### config.mk
export PLATFORM = sky130hd
export DESIGN_NAME = fpu_norm_round
export DESIGN_NICKNAME = d
export VERILOG_FILES = /design/src/rtl/fpu_norm_round.sv
export SDC_FILE = /design/constraint.sdc
export NUM_CORES = 1
export LEC_CHECK = 0
export CORE_ASPECT_RATIO = 1.4
export CORE_MARGIN = 3
export CORE_UTILIZATION = 40
export CTS_BUF_LIST = sky130_fd_sc_hd__clkbuf_16
export DETAILED_ROUTE_END_ITERATION = 8
export DONT_BUFFER_PORTS = 1
export PLACE_DENSITY_LB_ADDON = 0.2
export SYNTH_ARGS = -nofsm -noshare
export SYNTH_HDL_FRONTEND = slang
export SYNTH_SLANG_ARGS = --single-unit
### constraint.sdc
create_clock -name clock -period 5.6 [get_ports clock]
set_clock_uncertainty 0.1 [all_clocks]
set_input_delay 0.28 -clock clock [delete_from_list [all_inputs] [get_ports clock]]
set_output_delay 0.28 -clock clock [all_outputs]
set_load 0.01 [all_outputs]
### src/rtl/fpu_norm_round.sv
// Two-stage normaliser + round-to-nearest-even packer with valid/ready on both sides.
// Optional macro FPU_NORM_SUBNORM_EN selects gradual underflow instead of flush-to-zero.
module fpu_norm_round #(
    parameter int EXPW   = 5,
    parameter int FRACW  = 10,
    parameter int GUARDW = 3
) (
    input  logic                       clock,
    input  logic                       reset,
    input  logic                       in_valid,
    output logic                       in_ready,
    input  logic                       in_sign,
    input  logic [EXPW-1:0]            in_exp,
    input  logic [FRACW+GUARDW+1:0]    in_mant,
    output logic                       out_valid,
    input  logic                       out_ready,
    output logic [EXPW+FRACW:0]        out_fp,
    output logic                       out_overflow,
    output logic                       out_underflow,
    output logic                       out_inexact
);
    localparam int NW  = FRACW + GUARDW + 1;
    localparam int MW  = NW + 1;
    localparam int LZW = $clog2(MW);
    localparam int CW  = EXPW + LZW;
    localparam logic [EXPW-1:0] EXP_MAX = {EXPW{1'b1}};

    logic                s1_valid_q, s1_sign_q, s1_bypass_q, s1_unf_q, s1_inx_q;
    logic [EXPW-1:0]     s1_exp_q;
    logic [NW-1:0]       s1_mant_q;
    logic                s1_bypass_d, s1_unf_d, s1_inx_d;
    logic [EXPW-1:0]     s1_exp_d;
    logic [NW-1:0]       s1_mant_d;

    logic                s2_valid_q, ovf_q, unf_q, inx_q;
    logic [EXPW+FRACW:0] fp_q;
    logic                ovf_d, unf_d, inx_d;
    logic [EXPW+FRACW:0] fp_d;

    logic                s1_adv, s2_adv;
    logic [LZW-1:0]      lzc;
    logic                lz_ge_exp;

    assign s2_adv    = !s2_valid_q || out_ready;
    assign s1_adv    = !s1_valid_q || s2_adv;
    assign in_ready  = s1_adv;
    assign out_valid = s2_valid_q;
    assign out_fp        = fp_q;
    assign out_overflow  = ovf_q;
    assign out_underflow = unf_q;
    assign out_inexact   = inx_q;

    // Leading zeros below the carry bit; the highest set bit wins.
    always_comb begin
        lzc = LZW'(NW);
        for (int i = 0; i < NW; i++) begin
            if (in_mant[i]) lzc = LZW'(NW - 1 - i);
        end
    end

    assign lz_ge_exp = CW'(lzc) >= CW'(in_exp);

    always_comb begin
        s1_bypass_d = 1'b0;
        s1_unf_d    = 1'b0;
        s1_inx_d    = 1'b0;
        s1_exp_d    = in_exp;
        s1_mant_d   = in_mant[NW-1:0];
        if (in_exp == EXP_MAX) begin
            s1_bypass_d = 1'b1;
            s1_mant_d   = '0;
            s1_mant_d[NW-2:GUARDW] = in_mant[NW-2:GUARDW];
            if (|in_mant[NW-2:GUARDW]) s1_mant_d[NW-2] = 1'b1;
        end else if (in_mant == '0) begin
            s1_bypass_d = 1'b1;
            s1_exp_d    = '0;
            s1_mant_d   = '0;
        end else if (in_mant[MW-1]) begin
            s1_mant_d    = in_mant[MW-1:1];
            s1_mant_d[0] = in_mant[1] | in_mant[0];
            s1_exp_d     = in_exp + 1'b1;
        end else if (!lz_ge_exp) begin
            s1_mant_d = in_mant[NW-1:0] << lzc;
            s1_exp_d  = in_exp - EXPW'(lzc);
        end else begin
`ifdef FPU_NORM_SUBNORM_EN
            s1_exp_d = '0;
            if (in_exp != '0) s1_mant_d = in_mant[NW-1:0] << (in_exp - 1'b1);
`else
            s1_bypass_d = 1'b1;
            s1_exp_d    = '0;
            s1_mant_d   = '0;
            s1_unf_d    = 1'b1;
            s1_inx_d    = |in_mant;
`endif
        end
    end

    always_ff @(posedge clock) begin
        if (reset) begin
            s1_valid_q  <= 1'b0;
            s1_sign_q   <= 1'b0;
            s1_bypass_q <= 1'b0;
            s1_unf_q    <= 1'b0;
            s1_inx_q    <= 1'b0;
            s1_exp_q    <= '0;
            s1_mant_q   <= '0;
        end else if (s1_adv) begin
            s1_valid_q <= in_valid;
            if (in_valid) begin
                s1_sign_q   <= in_sign;
                s1_bypass_q <= s1_bypass_d;
                s1_unf_q    <= s1_unf_d;
                s1_inx_q    <= s1_inx_d;
                s1_exp_q    <= s1_exp_d;
                s1_mant_q   <= s1_mant_d;
            end
        end
    end

    logic                g_bit, t_bit, l_bit, round_up;
    logic [FRACW+1:0]    rnd_sum;
    logic [EXPW-1:0]     exp_r;
    logic [FRACW-1:0]    frac_r;

    assign g_bit    = s1_mant_q[GUARDW-1];
    assign t_bit    = |s1_mant_q[GUARDW-2:0];
    assign l_bit    = s1_mant_q[GUARDW];
    assign round_up = g_bit & (t_bit | l_bit);
    assign rnd_sum  = {1'b0, s1_mant_q[NW-1:GUARDW]} + {{(FRACW+1){1'b0}}, round_up};

    always_comb begin
        exp_r  = s1_exp_q;
        frac_r = s1_mant_q[NW-2:GUARDW];
        ovf_d  = 1'b0;
        unf_d  = s1_unf_q;
        inx_d  = s1_inx_q;
        if (!s1_bypass_q) begin
            inx_d  = g_bit | t_bit;
            unf_d  = (s1_exp_q == '0) && (g_bit | t_bit);
            frac_r = rnd_sum[FRACW-1:0];
            if (rnd_sum[FRACW+1]) begin
                exp_r  = s1_exp_q + 1'b1;
                frac_r = rnd_sum[FRACW:1];
            end else if (s1_exp_q == '0 && rnd_sum[FRACW]) begin
                exp_r = EXPW'(1);
            end
            // A carry-normalised all-ones exponent is checked first so the +1 cannot wrap.
            if (s1_exp_q == EXP_MAX || exp_r == EXP_MAX) begin
                exp_r  = EXP_MAX;
                frac_r = '0;
                ovf_d  = 1'b1;
                inx_d  = 1'b1;
            end
        end
        fp_d = {s1_sign_q, exp_r, frac_r};
    end

    always_ff @(posedge clock) begin
        if (reset) begin
            s2_valid_q <= 1'b0;
            fp_q       <= '0;
            ovf_q      <= 1'b0;
            unf_q      <= 1'b0;
            inx_q      <= 1'b0;
        end else if (s2_adv) begin
            s2_valid_q <= s1_valid_q;
            if (s1_valid_q) begin
                fp_q  <= fp_d;
                ovf_q <= ovf_d;
                unf_q <= unf_d;
                inx_q <= inx_d;
            end
        end
    end
endmodule

==> flow_summary.ini <==
[sta]
grt_setup_unrepaired = false
timing.final.ws_setup_ns = 2.18
fin_setup_tns_ns = 0
post-route-period-util_pct = 61.1
fmax_mhz = 292
slew_headroom_pct = 42.6
drv_slew = 0
hold_slack_ns = 0.0218
finalSetupViolations = 0
final_hold_viol_count = 0
fin_crit_ns = 3.42
worstMarginPinSlew_ns = 0.859

[synth]
avgSynthCellArea_um2 = 7.07
synthesis.nets = 540
synth_top_area_cell = dfxtp_1
yosysSeqAreaShare_pct = 24.7
synthCells = 504
synth_edf_count = 0
synth_ff_type = dfxtp_1
synth-seq-cells = 44
async_flop_share_pct = 0
synth_area_um2 = 3560
synthTopCellsByArea = dfxtp_1, a21oi_1, nor2_1, nand2_1, o21ai_0
yosysWarnings = 0
synth_cell_type_count = 69
synth_top_area_share_pct = 24.7

[critical_path]
crit_path_top_delay_cell = or4_1
start_kind = primary input
crit_top_cell = a21oi_1
critPathKind = primary input to flip-flop
crit_path_end_kind = flip-flop
cp.required_ns = 5.65
cp_cell_sequence = or4_1 -> a21oi_1 -> inv_1 -> ha_1 -> o21ai_0 -> a21oi_1 -> o21a_1 -> nor2_1 -> nor3_1 -> a21oi_1 -> a2111oi_0
cp.arrival_ns = 3.47
critical-path-max-stage-delay_ns = 0.54
critPathMaxFanout = 11

[final_layout]
largest_reg_flops = 16
regArea_um2 = 881
diodes = 0
drive_above_1_share_pct = 7.50
stdcell_count = 585
multi_input_area_um2 = 2460
nNetsFinal = 515
area_growth_pct = 5.90
nFillCells = 901

[cts]
cts_setup_buffers = 0
cts_tree = built
htreeDepth = 2
insertion_delay_ns = 0.29
clock_sinks = 44
clk_pin_slew_worst_paths_ns = 0.06
clock_tree.root_cell = clkbuf_16
cts_buffers = 5
clock_path_buffers = 2

[global_routing]
grt_usage_pct = 21.6
grt_max_degree = 34
antenna_found_initial = 0
grt_pass1_wl_um = 17800
grt_pass1_vias = 3508
globalRoute.totalOverflow = 0

[floorplan]
ios = 46
core-area_um2 = 8610
rows = 40
die_w_um = 85.7
start_util_pct = 41.4
die_area_um2 = 10100
fp.dieH_um = 118

[job]
drv_cap = 0

[outcome]
outcome = complete, no violations

[drt]
avgViaCountPerCell = 6.40
route.vias.total = 3745
routed_wl_um = 11000
drc = 0
wl_per_cell_um = 18.8
drt_iter0_markers = 250
first_pass_iters = 6
ant_nets = 0

[hold_path]
min_path_type = primary input to flip-flop

[power_and_ir_drop]
sw_frac_of_total_pct = 29.9
powerDensity_nw_per_um2 = 232
netSwitchingPower_uw = 261
power.share.combinational_pct = 19.9
pwr-share-seq_pct = 41.9
p_clk_share_pct = 38.2
leakage_uw = 0.00134
ir_drop_mv = 0.206
internal_power_uw = 612

[place]
dpl.hpwl_um = 8110
portBuffers = 0
pre_cts_slack_ns = 2.09
dp.cells = 576
place_congestion = 0.933
logic make-up (layout without fill, tap and decap cells):
kind of cell	count (synthesis)	in the layout	synth area share, %
xor+xnor	7	7	1.72
buf+inv	59	35	6.32
mux	8	8	2.28
flops	44	44	24.7
compound gates	169	169	32.7
simple gates	206	206	28.1
fa+ha+maj	11	11	4.08
layer usage:
metal	up-vias	track usage [%]	share of wire [%]
met2	171	35.3	48
met5	-	0	0
li1	1820	-	-
met4	0	11.4	4.4
met3	41	3.64	5.9
met1	1713	26.8	42
critical path: cells and delay by family:
| kind | cells | cell delay [ns] |
|---|---|---|
| compound gates | 6 | 1.45 |
| fa+ha+maj | 1 | 0.44 |
| simple gates | 3 | 0.99 |
| buf+inv | 1 | 0.30 |
synth_stat cells, types with 3 or more instances:
| library cell | number |
|---|---|
| o221ai_1 | 4 |
| a311oi_1 | 4 |
| a22oi_1 | 3 |
| a221oi_1 | 9 |
| o21a_1 | 5 |
| and3_1 | 3 |
| or2_2 | 4 |
| o21ai_0 | 26 |
| nand2b_1 | 5 |
| o311a_1 | 3 |
| nand3_1 | 20 |
| nand4_1 | 7 |
| a21oi_1 | 48 |
| or4_1 | 3 |
| clkbuf_1 | 31 |
| o311ai_0 | 8 |
| a21o_1 | 3 |
| buf_1 | 3 |
| or3_1 | 3 |
| nor2_1 | 62 |
| mux2i_1 | 7 |
| buf_2 | 3 |
| ha_1 | 10 |
| inv_1 | 22 |
| a31oi_1 | 11 |
| a211oi_1 | 7 |
| nor2b_1 | 8 |
| nor3_1 | 12 |
| nand2_1 | 57 |
| dfxtp_1 | 44 |
| xnor2_1 | 6 |
| nor4_1 | 5 |
| o211ai_1 | 6 |
| o31ai_1 | 8 |
path summary, 6_finish.rpt:
kind	start	end	slack [ns]	depth (start not counted)
max	in_mant[5]	s1_mant_q[3]	2.18	11
min	reset	s1_mant_q[7]	0.02	1
max reg2reg	s1_mant_q[3]	out_fp[7]	2.54	10
min reg2reg	s1_sign_q	out_fp[15]	0.36	2
area by class of cell:
cell class                 instances  area share [%]
inverter                          22            2.19
clock buffer                       5            3.32
clock inverter                     3            1.13
timing repair buffer               5            1.33
tap                              105            3.48
sequential                        44            23.4
multi-input combinational        401            65.2
stage by stage:
step           cell area, µm²  utilization, %  power (µW)
5_1_grt                  3770            43.8         914
3_5_place_dp             3580            41.6         537
6_report                 3770            43.8         873
4_1_cts                  3770            43.8         876
3_3_place_gp             3580            41.6         536
2_1_floorplan            3560               -         508
placed cells by master, fill, tap and decap left out, types with 6 or more instances in the layout:
| cell | n |
|---|---|
| a211oi_1 | 7 |
| a21oi_1 | 47 |
| a221oi_1 | 9 |
| a31oi_1 | 11 |
| dfxtp_1 | 44 |
| ha_1 | 10 |
| inv_1 | 22 |
| mux2i_1 | 7 |
| nand2_1 | 57 |
| nand3_1 | 20 |
| nand4_1 | 7 |
| nor2_1 | 62 |
| nor2b_1 | 8 |
| nor3_1 | 12 |
| o211ai_1 | 6 |
| o21ai_0 | 26 |
| o311ai_0 | 8 |
| o31ai_1 | 8 |
| xnor2_1 | 6 |
power groups by stage:
stage / sequential [µW] / clock, µW / combinational, µW
5_1_grt: 370 / 351 / 193
3_3_place_gp: 372 / 0 / 164
2_1_floorplan: 357 / 0 / 151
3_5_place_dp: 373 / 0 / 164
4_1_cts: 366 / 340 / 171
6_report: 366 / 334 / 174
timing repair:
action	in CTS	in global routing
endpoints found under the hold margin	33	0
resized for setup	0	0
hold buffers	1	0
setup endpoints to repair	0	0
Note: power is estimated with default switching activity, not from simulation.
